### src/rtl/data_memory_arbiter.sv
// data_memory_arbiter
//
// Shares the single-port data_memory between two requesters. Port 0 (pipeline MEM
// stage) has fixed priority. Port 1 (loader/debug master) is forced through after
// STARVE_LIMIT consecutive port-0 wins that happened while it was waiting.
// Each access takes an ACCESS cycle, where the command is on the memory bus and
// the owner sees gnt, followed by a RESP cycle, where a read returns rvalid.
// Arbitration runs in IDLE and in RESP, so back-to-back accesses issue every two
// cycles.
//
// Ports:
//   clk, rst_n                        clock, asynchronous active-low reset
//   rN_req/rN_we/rN_addr/rN_wdata     port N command; held until rN_gnt is seen
//   rN_gnt                            one-cycle pulse while port N's command is issued
//   rN_rvalid/rN_rdata                read response pulse and held read data
//   mem_read/mem_write                memory strobes, only high during ACCESS
//   mem_address/mem_write_data        registered command, held after the access
//   mem_read_data                     memory read data, valid during ACCESS

module data_memory_arbiter #(
   parameter int unsigned DATA_W       = 32,
   parameter int unsigned ADDR_W       = 32,
   parameter int unsigned STARVE_LIMIT = 4
) (
   input  logic              clk,
   input  logic              rst_n,
   // Port 0: high priority
   input  logic              r0_req,
   input  logic              r0_we,
   input  logic [ADDR_W-1:0] r0_addr,
   input  logic [DATA_W-1:0] r0_wdata,
   output logic              r0_gnt,
   output logic              r0_rvalid,
   output logic [DATA_W-1:0] r0_rdata,
   // Port 1: low priority
   input  logic              r1_req,
   input  logic              r1_we,
   input  logic [ADDR_W-1:0] r1_addr,
   input  logic [DATA_W-1:0] r1_wdata,
   output logic              r1_gnt,
   output logic              r1_rvalid,
   output logic [DATA_W-1:0] r1_rdata,
   // data_memory side
   output logic              mem_read,
   output logic              mem_write,
   output logic [ADDR_W-1:0] mem_address,
   output logic [DATA_W-1:0] mem_write_data,
   input  logic [DATA_W-1:0] mem_read_data
);

   typedef enum logic [1:0] {
      StIdle   = 2'd0,
      StAccess = 2'd1,
      StResp   = 2'd2
   } state_e;

   localparam logic [3:0] StarveMax = 4'(STARVE_LIMIT);

   state_e            state_q, state_d;
   logic              owner_q, owner_d;
   logic              cmd_we_q, cmd_we_d;
   logic [ADDR_W-1:0] cmd_addr_q, cmd_addr_d;
   logic [DATA_W-1:0] cmd_wdata_q, cmd_wdata_d;
   logic [3:0]        starve_cnt_q, starve_cnt_d;
   logic [DATA_W-1:0] rdata0_q, rdata0_d;
   logic [DATA_W-1:0] rdata1_q, rdata1_d;

   logic in_access;
   logic in_resp;
   logic arb_en;
   logic any_req;
   logic starved;
   logic win_valid;
   logic win_port;

   // ------------------------------------------------------------------
   // Arbitration
   // ------------------------------------------------------------------
   assign in_access = (state_q == StAccess);
   assign in_resp   = (state_q == StResp);
   assign arb_en    = (state_q == StIdle) || in_resp;
   assign any_req   = r0_req | r1_req;
   assign starved   = (starve_cnt_q == StarveMax);
   assign win_valid = arb_en & any_req;
   // Port 1 wins when it is alone, or when both request and it has waited long enough.
   assign win_port  = r1_req & (~r0_req | starved);

   // ------------------------------------------------------------------
   // FSM: state register
   // ------------------------------------------------------------------
   always_ff @(posedge clk or negedge rst_n) begin
      if (!rst_n) begin
         state_q <= StIdle;
      end else begin
         state_q <= state_d;
      end
   end

   // ------------------------------------------------------------------
   // FSM: next state
   // ------------------------------------------------------------------
   always_comb begin
      state_d = state_q;
      unique case (state_q)
         StIdle: begin
            if (win_valid) begin
               state_d = StAccess;
            end
         end
         StAccess: begin
            state_d = StResp;
         end
         StResp: begin
            state_d = win_valid ? StAccess : StIdle;
         end
         default: begin
            state_d = StIdle;
         end
      endcase
   end

   // ------------------------------------------------------------------
   // FSM: outputs
   // ------------------------------------------------------------------
   always_comb begin
      mem_read  = 1'b0;
      mem_write = 1'b0;
      r0_gnt    = 1'b0;
      r1_gnt    = 1'b0;
      r0_rvalid = 1'b0;
      r1_rvalid = 1'b0;
      unique case (state_q)
         StAccess: begin
            mem_read  = ~cmd_we_q;
            mem_write = cmd_we_q;
            r0_gnt    = ~owner_q;
            r1_gnt    = owner_q;
         end
         StResp: begin
            // Writes complete silently; only reads get a response pulse.
            r0_rvalid = ~owner_q & ~cmd_we_q;
            r1_rvalid = owner_q & ~cmd_we_q;
         end
         default: begin
         end
      endcase
   end

   // The memory buses come straight from the command registers, so they hold
   // the last command through RESP and IDLE.
   assign mem_address    = cmd_addr_q;
   assign mem_write_data = cmd_wdata_q;
   assign r0_rdata       = rdata0_q;
   assign r1_rdata       = rdata1_q;

   // ------------------------------------------------------------------
   // Command, starvation and read-data next state
   // ------------------------------------------------------------------
   always_comb begin
      owner_d      = owner_q;
      cmd_we_d     = cmd_we_q;
      cmd_addr_d   = cmd_addr_q;
      cmd_wdata_d  = cmd_wdata_q;
      starve_cnt_d = starve_cnt_q;
      rdata0_d     = rdata0_q;
      rdata1_d     = rdata1_q;

      if (win_valid) begin
         owner_d = win_port;
         if (win_port) begin
            cmd_we_d    = r1_we;
            cmd_addr_d  = r1_addr;
            cmd_wdata_d = r1_wdata;
         end else begin
            cmd_we_d    = r0_we;
            cmd_addr_d  = r0_addr;
            cmd_wdata_d = r0_wdata;
         end
      end

      // Counts port-0 wins that port 1 had to sit through.
      if (arb_en) begin
         if (!r1_req || win_port) begin
            starve_cnt_d = 4'd0;
         end else if (!starved) begin
            starve_cnt_d = starve_cnt_q + 4'd1;
         end
      end

      // Read data is sampled at the edge that closes ACCESS.
      if (in_access && !cmd_we_q) begin
         if (owner_q) begin
            rdata1_d = mem_read_data;
         end else begin
            rdata0_d = mem_read_data;
         end
      end
   end

   always_ff @(posedge clk or negedge rst_n) begin
      if (!rst_n) begin
         owner_q      <= 1'b0;
         cmd_we_q     <= 1'b0;
         cmd_addr_q   <= '0;
         cmd_wdata_q  <= '0;
         starve_cnt_q <= 4'd0;
         rdata0_q     <= '0;
         rdata1_q     <= '0;
      end else begin
         owner_q      <= owner_d;
         cmd_we_q     <= cmd_we_d;
         cmd_addr_q   <= cmd_addr_d;
         cmd_wdata_q  <= cmd_wdata_d;
         starve_cnt_q <= starve_cnt_d;
         rdata0_q     <= rdata0_d;
         rdata1_q     <= rdata1_d;
      end
   end

   // ------------------------------------------------------------------
   // Exclusivity properties
   // ------------------------------------------------------------------
   a_strobe_excl : assert property (@(posedge clk) disable iff (!rst_n)
      !(mem_read && mem_write));
   a_gnt_excl : assert property (@(posedge clk) disable iff (!rst_n)
      !(r0_gnt && r1_gnt));
   a_rvalid_excl : assert property (@(posedge clk) disable iff (!rst_n)
      !(r0_rvalid && r1_rvalid));

endmodule

### config.mk
export PLATFORM = sky130hd
export DESIGN_NAME = data_memory_arbiter
export DESIGN_NICKNAME = d
export VERILOG_FILES = /design/src/rtl/data_memory_arbiter.sv
export SDC_FILE = /design/constraint.sdc
export NUM_CORES = 1
export LEC_CHECK = 0
export CORE_MARGIN = 8
export CORE_UTILIZATION = 40
export DETAILED_ROUTE_END_ITERATION = 16
export GPL_ROUTABILITY_DRIVEN = 0
export GPL_TIMING_DRIVEN = 0
export HOLD_SLACK_MARGIN = 0.05
export PLACE_DENSITY = 0.79
export SYNTH_ARGS = -nofsm -noshare
export SYNTH_HDL_FRONTEND = slang
export SYNTH_SLANG_ARGS = --single-unit
export TNS_END_PERCENT = 5
### constraint.sdc
create_clock -name clk -period 1.91 [get_ports clk]
set_clock_uncertainty 0.15 [all_clocks]
set_input_delay 0.2865 -clock clk [delete_from_list [all_inputs] [get_ports clk]]
set_output_delay 0.2865 -clock clk [all_outputs]
set_load 0.005 [all_outputs]
==> out/results.txt <==
Site row count - 45
Clock Sinks - 136
CTS max path bufs - 2
Netlist cell types - 34
Worst-skew pair later-pin latency - 0.41 ns
Post-synth EDFFs - 0
CP startpoint - state_q[0]$_DFFE_PN0P_
RSZ-0062 raised after global routing - true
Synthesized area per cell - 11.47 sq um
Core Region - 15260 sq um
Worst setup EP type - primary output
Final Core Density - 0.6707
Power Dens Cells - 1192 nW/um^2
Hold WC Path Type - in -> async
Vias per cell - 5.217
Total GRT Usage - 0.2278
Clk network pwr share - 0.287
Clk slew on worst S/H paths - 0.06 ns
Maximum vdd ir drop - 0.5921 mV
Initial detailed-routing violation count - 226
Worst R2R Path Depth - 4
CTS Buf Count - 17
Fin crit share - 0.9876
Sequential Area - 3406 sq um
Layout cell share with drive strength beyond 1 - 0.2196
Vias in the first global route - 6143
Nets - 1034
Measured slew at the worst slew-check pin - 0.5752 ns
Root buf cell - clkbuf_16
Post-DRT Antenna Nets - 0
Largest net degree at the start of global routing - 87
Switching Share - 0.2761
Avg WL per Cell - 20.96 um
Worst reg2reg path startpoint - state_q[1]$_DFFE_PN0P_
GRT overflow - 0
Initial core utilization - 0.4105
Setup ws final - 0.02362 ns
Htree depth - 4
Placed wire-length estimate - 17.36 mm
Number of remaining DRC errors - 0
Syn nets - 714
Total power - 12.20 mW
Worst endpoint required time - 1.47 ns
Setup crit end - r1_rvalid
Combinational power share - 0.351
Setup TNS Final - 0 ns
Cell Area, Synth - 6264 sq um
Slowest stage cell on the critical path - dfrtp_2
Cell area after placement - 9549 sq um
Slowest stage delay, CP - 0.44 ns
Num ports - 300
Routed via count - 5692
Initial antenna violation count - 1
Commonest non-fill, non-tap cell in the layout - clkdlybuf4s50_1
Warning count from the yosys run - 0
Hold Vio Cnt, Final - 0
CP Max Fanout - 10
Area contributors post-synth - dfrtp_1 54%, mux2_2 11%, nand2_1 8.2%
Fmax - 0.5301 GHz
Critical path launch point type - flip-flop
Layout area overhead - 63.38%
Final WL - 22.87 mm
Worst reg2reg endpoint - r1_rdata[13]$_DFFE_PN0P_
Die width - 141.1 um
WS Path Type - reg -> out
Yosys reg bits - 136
Yosys top cell area share - 0.5433
Ordered cell list for the critical path - buf_6, nor4bb_4, buf_2
Synth area leader - dfrtp_1
First-pass GRT wire length - 35.12 mm
Register area share after synthesis - 0.5433
CP arrival - 1.45 ns
Place WS - -0.3896 ns
Die Y - 141.1 um
Synth Instances - 546
Ys async rst share - 1.000
Pre-antenna DRT Iters - 4
PortBufs - 299
Worst slew margin - 0.6165
Design Area, Final - 10230 sq um
Internal - 8.834 mW
Synth Flop Type - dfrtp_1
Status - complete, no violations
Max-slew violations - 0
Final Setup Violations - 0
Die area - 19920 sq um
Multi-input combinational cell area - 2584 sq um
LEAKAGE - 4.280 nW
Fillcell total - 1189
Most frequent cells in the layout - 292 x clkdlybuf4s50_1, 136 x nand2_1, 134 x dfrtp_1, 66 x nand4_1, 62 x mux2_2
Sw power - 3.369 mW
Postcts setup bufs - 0
Seq pwr share - 0.362
Worst reg2reg setup slack - 0.11 ns
Fin crit period - 1.886 ns
Max cap viols - 0
CTS tree - yes
==> cells in the mapped netlist (2+ instances only) <==
master    count
buf_1         6
dfrtp_1     136
nand2_1     136
mux2_1        2
o211ai_2     39
mux2_2       62
and2_1        3
o211ai_1     26
buf_4        12
buf_6         5
buf_2        19
ha_1          2
nor2_1        2
nand4_1      66
clkbuf_1      7
inv_1         5
==> worst min-delay path by stage <==
| stage | to | depth (start not counted) |
|---|---|---|
| after floorplan | cmd_we_q$_DFFE_PN0P_ | 0 |
| after global placement | mem_address[19]$_DFFE_PN0P_ | 2 |
| after detailed placement | r1_rdata[30]$_DFFE_PN0P_ | 1 |
| after CTS | mem_address[27]$_DFFE_PN0P_ | 3 |
| after global routing | mem_address[27]$_DFFE_PN0P_ | 3 |
| final | r1_rdata[30]$_DFFE_PN0P_ | 2 |
==> metal layers <==
layer	track usage	vias up	routed length, um
li1	-	2618	-
met1	0.2668	2760	9120
met2	0.3715	278	10670
met3	0.09318	34	2516
met4	0.07749	2	558
met5	0	-	9
==> worst max-delay path: cells and delay by family, from the launching register on <==
| kind | cells | cell delay [ns] |
|---|---|---|
| buffers and inverters | 2 | 0.33 |
| AND/OR/NAND/NOR | 1 | 0.27 |
| flip-flops | 1 | 0.44 |
==> registers in the layout, summed over array words and instances (netlist names) <==
register        flops
owner_q             1
mem_address        32
state_q             2
r0_rdata           32
r1_rdata           32
mem_write_data     32
starve_cnt_q        4
cmd_we_q            1
==> stage by stage <==
step	hold WS (ns)	cells
2_1_floorplan	-0.1591	546
3_3_place_gp	0.3163	1056
3_5_place_dp	0.1332	1057
4_1_cts	0.2721	1090
5_1_grt	0.2810	1090
6_report	0.2743	1091
==> power by group through the flow <==
stage / clock network, mW / registers [mW] / logic (mW)
global route: 3.68 / 4.52 / 4.59
CTS: 3.56 / 4.42 / 4.35
finish: 3.51 / 4.42 / 4.28
global placement: 0 / 4.41 / 4.26
detailed placement: 0 / 4.44 / 4.32
floorplan: 0 / 4.47 / 1.36
==> area by class of cell <==
cell class	count	share of cell area
flip-flops and latches	136	0.3328
repair buffers	301	0.2940
multi-input cells	355	0.2525
clock buffers	18	0.04194
plain buffers	49	0.03118
well taps	211	0.02580
clock inverters	14	0.01932
inverters	6	0.002201
diodes	1	0.0002445
==> logic make-up after synthesis <==
family,Yosys count,synth area share
AOI/OAI and AO/OA,71,0.1191
muxes,64,0.1151
DFF,136,0.5433
adders and majority gates,2,0.003995
and+or+nand+nor,218,0.1686
buffers and inverters,55,0.04994
==> repair_timing <==
item	in CTS	in global routing
endpoints found under the hold margin	50	0
cloned	0	0
resized for setup	26	17
hold buffers	1	0
endpoints found under the setup margin	55	93
pin swaps	1	0
(Power assumes the default switching activity.)
